--- src/rtl/trap_controller.sv ---
// Trap sequencer into the CSR unit: detects exceptions, interrupts and mret, then redirects fetch.
// Latency: trap request at N+1 and redirect at N+2; mret redirect at N+1. No backpressure: it ignores all events while it sequences.
module trap_controller #(
    parameter int XLEN        = 32,
    parameter bit VECTORED_EN = 1'b1
) (
    input  logic            clk,
    input  logic            rst,
    input  logic            instValid_i,
    input  logic [XLEN-1:0] pc_i,
    input  logic [XLEN-1:0] instr_i,
    input  logic            fetchMisaligned_i,
    input  logic            illegalInstr_i,
    input  logic            ebreak_i,
    input  logic            ecall_i,
    input  logic            loadMisaligned_i,
    input  logic            storeMisaligned_i,
    input  logic [XLEN-1:0] memAddr_i,
    input  logic            mret_i,
    input  logic            mtimeExc_i,
    input  logic [XLEN-1:0] mtvec_i,
    input  logic [XLEN-1:0] mepc_i,
    output logic            excRequest_o,
    output logic [XLEN-1:0] excCause_o,
    output logic [XLEN-1:0] trapInfo_o,
    output logic [XLEN-1:0] excPc_o,
    output logic            mretDone_o,
    output logic            kill_o,
    output logic            stall_o,
    output logic            pcRedirect_o,
    output logic [XLEN-1:0] pcTarget_o
);

    typedef enum logic [1:0] {IDLE, TRAP_REQ, TRAP_JUMP, MRET_JUMP} state_e;

    localparam logic [XLEN-1:0] CAUSE_TIMER = {1'b1, {(XLEN-5){1'b0}}, 4'd7};

    state_e          state_q, state_d;
    logic [XLEN-1:0] cause_q, cause_d;
    logic [XLEN-1:0] info_q, info_d;
    logic [XLEN-1:0] epc_q, epc_d;

    logic            trap_det;
    logic            mret_det;
    logic [XLEN-1:0] det_cause;
    logic [XLEN-1:0] det_info;
    logic [XLEN-1:0] vec_base;

    // Priority encoder; only evaluated while idle with a valid instruction.
    always_comb begin
        trap_det  = 1'b0;
        mret_det  = 1'b0;
        det_cause = '0;
        det_info  = '0;
        if (state_q == IDLE && instValid_i) begin
            trap_det = 1'b1;
            if (mtimeExc_i) begin
                det_cause = CAUSE_TIMER;
            end else if (fetchMisaligned_i) begin
                det_cause = XLEN'(0);
                det_info  = memAddr_i;
            end else if (illegalInstr_i) begin
                det_cause = XLEN'(2);
                det_info  = instr_i;
            end else if (ebreak_i) begin
                det_cause = XLEN'(3);
                det_info  = pc_i;
            end else if (ecall_i) begin
                det_cause = XLEN'(11);
            end else if (loadMisaligned_i) begin
                det_cause = XLEN'(4);
                det_info  = memAddr_i;
            end else if (storeMisaligned_i) begin
                det_cause = XLEN'(6);
                det_info  = memAddr_i;
            end else begin
                trap_det = 1'b0;
                mret_det = mret_i;
            end
        end
    end

    always_ff @(posedge clk) begin
        if (rst) begin
            state_q <= IDLE;
            cause_q <= '0;
            info_q  <= '0;
            epc_q   <= '0;
        end else begin
            state_q <= state_d;
            cause_q <= cause_d;
            info_q  <= info_d;
            epc_q   <= epc_d;
        end
    end

    always_comb begin
        state_d = state_q;
        cause_d = cause_q;
        info_d  = info_q;
        epc_d   = epc_q;
        case (state_q)
            IDLE: begin
                if (trap_det) begin
                    state_d = TRAP_REQ;
                    cause_d = det_cause;
                    info_d  = det_info;
                    epc_d   = pc_i;
                end else if (mret_det) begin
                    state_d = MRET_JUMP;
                end
            end
            TRAP_REQ:  state_d = TRAP_JUMP;
            TRAP_JUMP: state_d = IDLE;
            MRET_JUMP: state_d = IDLE;
            default:   state_d = IDLE;
        endcase
    end

    // Vectored mode applies only to interrupts with mtvec mode 01; mode 1x falls back to direct.
    assign vec_base = {mtvec_i[XLEN-1:2], 2'b00};

    always_comb begin
        excRequest_o = 1'b0;
        excCause_o   = '0;
        trapInfo_o   = '0;
        excPc_o      = '0;
        mretDone_o   = 1'b0;
        kill_o       = 1'b0;
        stall_o      = 1'b0;
        pcRedirect_o = 1'b0;
        pcTarget_o   = '0;
        if (!rst) begin
            case (state_q)
                IDLE: begin
                    kill_o  = trap_det;
                    stall_o = trap_det | mret_det;
                end
                TRAP_REQ: begin
                    excRequest_o = 1'b1;
                    excCause_o   = cause_q;
                    trapInfo_o   = info_q;
                    excPc_o      = epc_q;
                    stall_o      = 1'b1;
                    kill_o       = 1'b1;
                end
                TRAP_JUMP: begin
                    pcRedirect_o = 1'b1;
                    kill_o       = 1'b1;
                    if (VECTORED_EN && mtvec_i[1:0] == 2'b01 && cause_q[XLEN-1])
                        pcTarget_o = vec_base + XLEN'({cause_q[4:0], 2'b00});
                    else
                        pcTarget_o = vec_base;
                end
                MRET_JUMP: begin
                    pcRedirect_o = 1'b1;
                    pcTarget_o   = mepc_i;
                    mretDone_o   = 1'b1;
                    kill_o       = 1'b1;
                end
                default: ;
            endcase
        end
    end

endmodule
--- config.mk ---
export PLATFORM = sky130hd
export DESIGN_NAME = trap_controller
export DESIGN_NICKNAME = d
export VERILOG_FILES = /design/src/rtl/trap_controller.sv
export SDC_FILE = /design/constraint.sdc
export NUM_CORES = 1
export LEC_CHECK = 0
export CAP_MARGIN = 0
export CORE_AREA = 2 2 118 120
export DETAILED_ROUTE_END_ITERATION = 16
export DIE_AREA = 0 0 120 122
export PLACE_DENSITY = 0.77
export SLEW_MARGIN = 40
export SYNTH_ARGS = -nofsm -noshare
export SYNTH_HDL_FRONTEND = slang
export SYNTH_SLANG_ARGS = --single-unit
export TNS_END_PERCENT = 1
--- constraint.sdc ---
create_clock -name clk -period 3.86 [get_ports clk]
set_clock_uncertainty 0.15 [all_clocks]
set_input_delay 0.965 -clock clk [delete_from_list [all_inputs] [get_ports clk]]
set_output_delay 0.965 -clock clk [all_outputs]
set_load 0.005 [all_outputs]
After elaboration in Yosys (flattened, before gate mapping)
Cells that the tools add are included.
{ "totals": {"output_inout_bits": 133, "inputBits": 171, "ff_bits": 98, "elab_cells": 71} }
{ "op_classes": {"muxes": 54, "bitwise": 1, "n_addsub": 1, "eq_ne": 5, "reduce_logical": 6} }
{ "op_table": {"columns": ["operator", "count"], "rows": [
  ["32-bit two-way mux", 18],
  ["32-bit one-hot mux with 2 select lines", 1],
  ["32-bit by 7-bit adder with 32-bit output", 1],
  ["1-bit two-way mux", 24],
  ["4-bit two-way mux", 4],
  ["3-bit two-way mux", 2],
  ["2-bit one-hot mux with 3 select lines", 1],
  ["2-bit by 1-bit equality test with 1-bit output (second input constant)", 2],
  ["2-bit equality test (second input constant)", 2],
  ["2-bit two-way mux", 2],
  ["1-bit one-hot mux with 2 select lines", 2],
  ["3-bit inequality test (second input constant)", 1],
  ["3-bit OR reduction", 1],
  ["1-bit logical AND", 2],
  ["2-bit zero test", 1],
  ["2-bit AND reduction", 1],
  ["2-bit OR reduction", 1],
  ["1-bit bitwise OR", 1]
]} }

Longest topological paths before layout
{ "depth": {"word_depth": 11, "mapped_depth": 9} }

Worst setup path before layout
OpenSTA, ideal clock, no wires.
{ "synth_path": {"kind": "input to output", "startpoint": "in mtvec_i[2]", "endpoint": "out pcTarget_o[20]", "path_slack_ps": 277, "arrival_ps": 2468, "path_buffers": 0, "path_stages": 7, "path_cell_list": "ha_1 > fa_1 > a211oi_1 > nor2_1 > nand3_1 > or3_1 > a31oi_1"} }
{ "synth_between": {"elab_chain_len": 4} }
{ "synth_rtl": {"columns": ["item", "line_no", "text"], "rows": [
  ["start, declared", "21", "input logic [XLEN-1:0] mtvec_i,"],
  ["32-bit by 7-bit adder with 32-bit output", "151", "pcTarget_o = vec_base + XLEN'({cause_q[4:0], 2'b00});"],
  ["32-bit two-way mux", "150", "if (VECTORED_EN && mtvec_i[1:0] == 2'b01 && cause_q[XLEN-1])"],
  ["32-bit one-hot mux with 2 select lines", "134", "case (state_q)"],
  ["32-bit two-way mux", "133", "if (!rst) begin"],
  ["end, declared", "31", "output logic [XLEN-1:0] pcTarget_o"]
]} }
No other way between the ends.

Worst setup path after layout
{ "layout_path": {"startpoint": "in mtvec_i[20]", "endpoint": "out pcTarget_o[26]"} }
The elaborated chain is that of the path after synthesis.

==> flow_metrics.tcl <==
set metrics [dict create \
    ant_nets 0 \
    synth_top_family_by_area "simple AND/OR/NAND/NOR gates" \
    reg2reg_to "info_q[13]" \
    grt_usage_pct 26.0 \
    dr.pass1.iters 8 \
    cts_root_buffer "clkbuf_16" \
    h-tree-depth 3 \
    synth-xor-area-share_pct 4.81 \
    num_vias 5787 \
    ir_worst_vdd_uv 210 \
    ff2ff_path_depth 7 \
    grt_max_degree 71 \
    setup_viol 1 \
    via_per_inst 5.28 \
    fin_crit_ns 3.86 \
    worstReg2RegStart "state_q[0]" \
    cts.sinks 71 \
    holdBufCountCts 0 \
    power_density_nw_per_um2 278 \
    drtIter0Drc 375 \
    io_pins 304 \
    synth_top_cell_area_share_pct 31.2 \
    antenna_found_initial 0 \
    p_leak_uw 0.00328 \
    cp.arrival_ns 2.75 \
    dpl.hpwl_um 14100 \
    hold_ws_ns 0.298 \
    yosys.area.top_type "dfxtp_1" \
    cts_tree "built" \
    diodes 0 \
    grt_pass1_wl_um 29700 \
    worstPathMaxFanout 2 \
    die_w_um 120 \
    synthAdderAreaFrac_pct 1.54 \
    muxShareOfSynthArea_pct 0.220 \
    synth-seq-area-share_pct 31.2 \
    synth-simple-area-share_pct 26.7 \
    wl_um 19700 \
    ys_types 48 \
    ys.flop_type "dfxtp_1" \
    maxCapViolCount 0 \
    failed_checks "setup timing" \
    outcome "complete, but fails checks" \
    rsz0062_at_grt "true" \
    synth-edff-count 0 \
    min-delay-start "epc_q[5]" \
    min_delay_worst_endpoint "epc_q[5]" \
    crit_path_end_kind "primary output" \
    io_buffer_count 276 \
    hp-class "reg -> reg" \
    wire_per_inst_um 18.0 \
    area_growth_pct 84.3 \
    nNetsFinal 1088 \
    globalRouteOverflowTotal 0 \
    die_h_um 122 \
    r2r_slack_ns 1.56 \
    slew_viol_final 0 \
    syn-cell-area_um2 4560 \
    ys_seq_elements 71 \
    syn_area_per_cell_um2 7.71 \
    holdPathStages 2 \
    dieArea_um2 14600 \
    place.gp.congestion 0.907 \
    layout-drive-gt1-share_pct 18.3 \
    cp.required_ns 2.74 \
    drc 0 \
    clk_transition_reported_paths_ns 0.06 \
    worstSetupStartpointType "input port" \
    cts_made_buffers 9 \
    synth_top_cells_by_area "dfxtp_1 31%, and2_1 9.7%, a222oi_1 7.0%" \
    critPathKind "in -> out" \
    hold_viol_final 0 \
    fin_ws_ns -0.00387 \
    grt_pass1_vias 5719 \
    fmax_mhz 259 \
    core-area_um2 13500 \
    start_util_pct 33.7 \
    synthCells 591 \
    synthArstFlopShare_pct 0 \
    num_rows 43 \
    fin_util_pct 62.2 \
    yosys_warnings 0 \
    fin_crit_sh_pct 100 \
    clk_latency_ns 0.33 \
    cts_buffer_depth 2 \
    synth_compound_area_share_pct 26.4 \
]
-- state kept, by name (all words and copies together) (netlist names) --
name / count
epc_q: 32
state_q: 2
cause_q: 5
info_q: 32
-- per-stage QoR --
stage	setup TNS, ns	area [um2]	power [uW]	worst slack, ns	instances
after detailed placement	-18.31	7900	1420	-0.818	1073
after global placement	-17.64	7900	1410	-0.778	1073
final	-0.00387	8400	2330	-0.00387	1097
after CTS	-0.704	8340	2340	-0.158	1093
after global routing	-0.509	8400	2440	-0.102	1097
after floorplan	0	4650	1070	0.277	617
-- final cells by class --
class,instances,area [um2]
fillers,1197,5110
repair buffers,359,3350
clock inverters,5,81.3
clock buffers,11,243
well taps,180,225
multi-input cells,465,3060
inverters,6,22.5
flip-flops and latches,71,1420
-- cell usage after synthesis (2+ instances only) --
| cell type | instances |
|---|---|
| nand2_1 | 82 |
| and2_1 | 71 |
| dfxtp_1 | 71 |
| a21oi_1 | 62 |
| clkbuf_1 | 40 |
| a222oi_1 | 32 |
| o2bb2ai_1 | 32 |
| buf_4 | 27 |
| o21ai_0 | 25 |
| nor2_1 | 23 |
| xor2_1 | 20 |
| nand3_1 | 13 |
| nand4_1 | 10 |
| nor3_1 | 10 |
| a211oi_1 | 8 |
| and3_1 | 6 |
| buf_2 | 6 |
| inv_1 | 6 |
| xnor2_1 | 5 |
| ha_1 | 4 |
| nand4b_1 | 3 |
| a311oi_1 | 2 |
| a31oi_1 | 2 |
| and4_1 | 2 |
| buf_1 | 2 |
| nand2b_1 | 2 |
| nand3b_1 | 2 |
| nor2b_1 | 2 |
| nor4_1 | 2 |
-- power breakdown --
group	internal [uW]	total (uW)	switching [uW]
Combinational	332	620	288
Clock	583	902	318
Sequential	780	809	28.6
Total	1700	2330	635
-- kinds of logic (layout without fill, tap and decap cells) --
| kind of cell | Yosys count | count (layout) |
|---|---|---|
| adder cells (fa/ha/maj) | 5 | 5 |
| AO/OA/AOI/OAI | 173 | 173 |
| XOR/XNOR | 25 | 25 |
| other | 1 | 27 |
| multiplexers | 1 | 1 |
| AND/OR/NAND/NOR | 234 | 234 |
| buffers and inverters | 81 | 381 |
| flip-flops | 71 | 71 |
-- worst max-delay path by stage --
stage	end	cells after the start	start
2_1_floorplan	pcTarget_o[20]	7	mtvec_i[2]
3_3_place_gp	pcTarget_o[8]	10	mtvec_i[2]
3_5_place_dp	pcTarget_o[8]	10	mtvec_i[2]
4_1_cts	pcTarget_o[5]	9	mtvec_i[3]
5_1_grt	pcTarget_o[26]	7	mtvec_i[19]
6_report	pcTarget_o[26]	7	mtvec_i[20]
-- routing by layer --
layer,track usage [%],routed length [um]
met1,27.1,7180
met2,47.7,10100
met3,9.13,1780
met4,10.1,678
met5,0,0
-- what timing repair did --
| item | 4_1_cts | 5_1_grt |
|---|---|---|
| gates resized for setup | 134 | 29 |
| pin swaps | 31 | 14 |
| endpoints found under the setup margin | 30 | 26 |
| setup buffers | 4 | 4 |
| gates cloned | 1 | 0 |
-- critical path: stages --
cell and delay [ns]:
clkdlybuf4s50_1 0.52, nand4_1 0.15, nor4_2 0.33, nand3_2 0.14
mux2i_1 0.14, a211oi_1 0.23, dlygate4sd2_1 0.27
-- cells in the final DEF, fill, tap and decap left out, types with 20 or more instances in the layout --
master	Yosys	final
xor2_1	20	20
conb_1	1	27
a21oi_1	62	51
o2bb2ai_1	32	32
nand2_1	82	81
nor2_1	23	20
clkdlybuf4s50_1	0	229
and2_1	71	70
a222oi_1	32	32
buf_4	27	74
dfxtp_1	71	71
o21ai_0	25	24
Power figures use the tool's default switching activity.
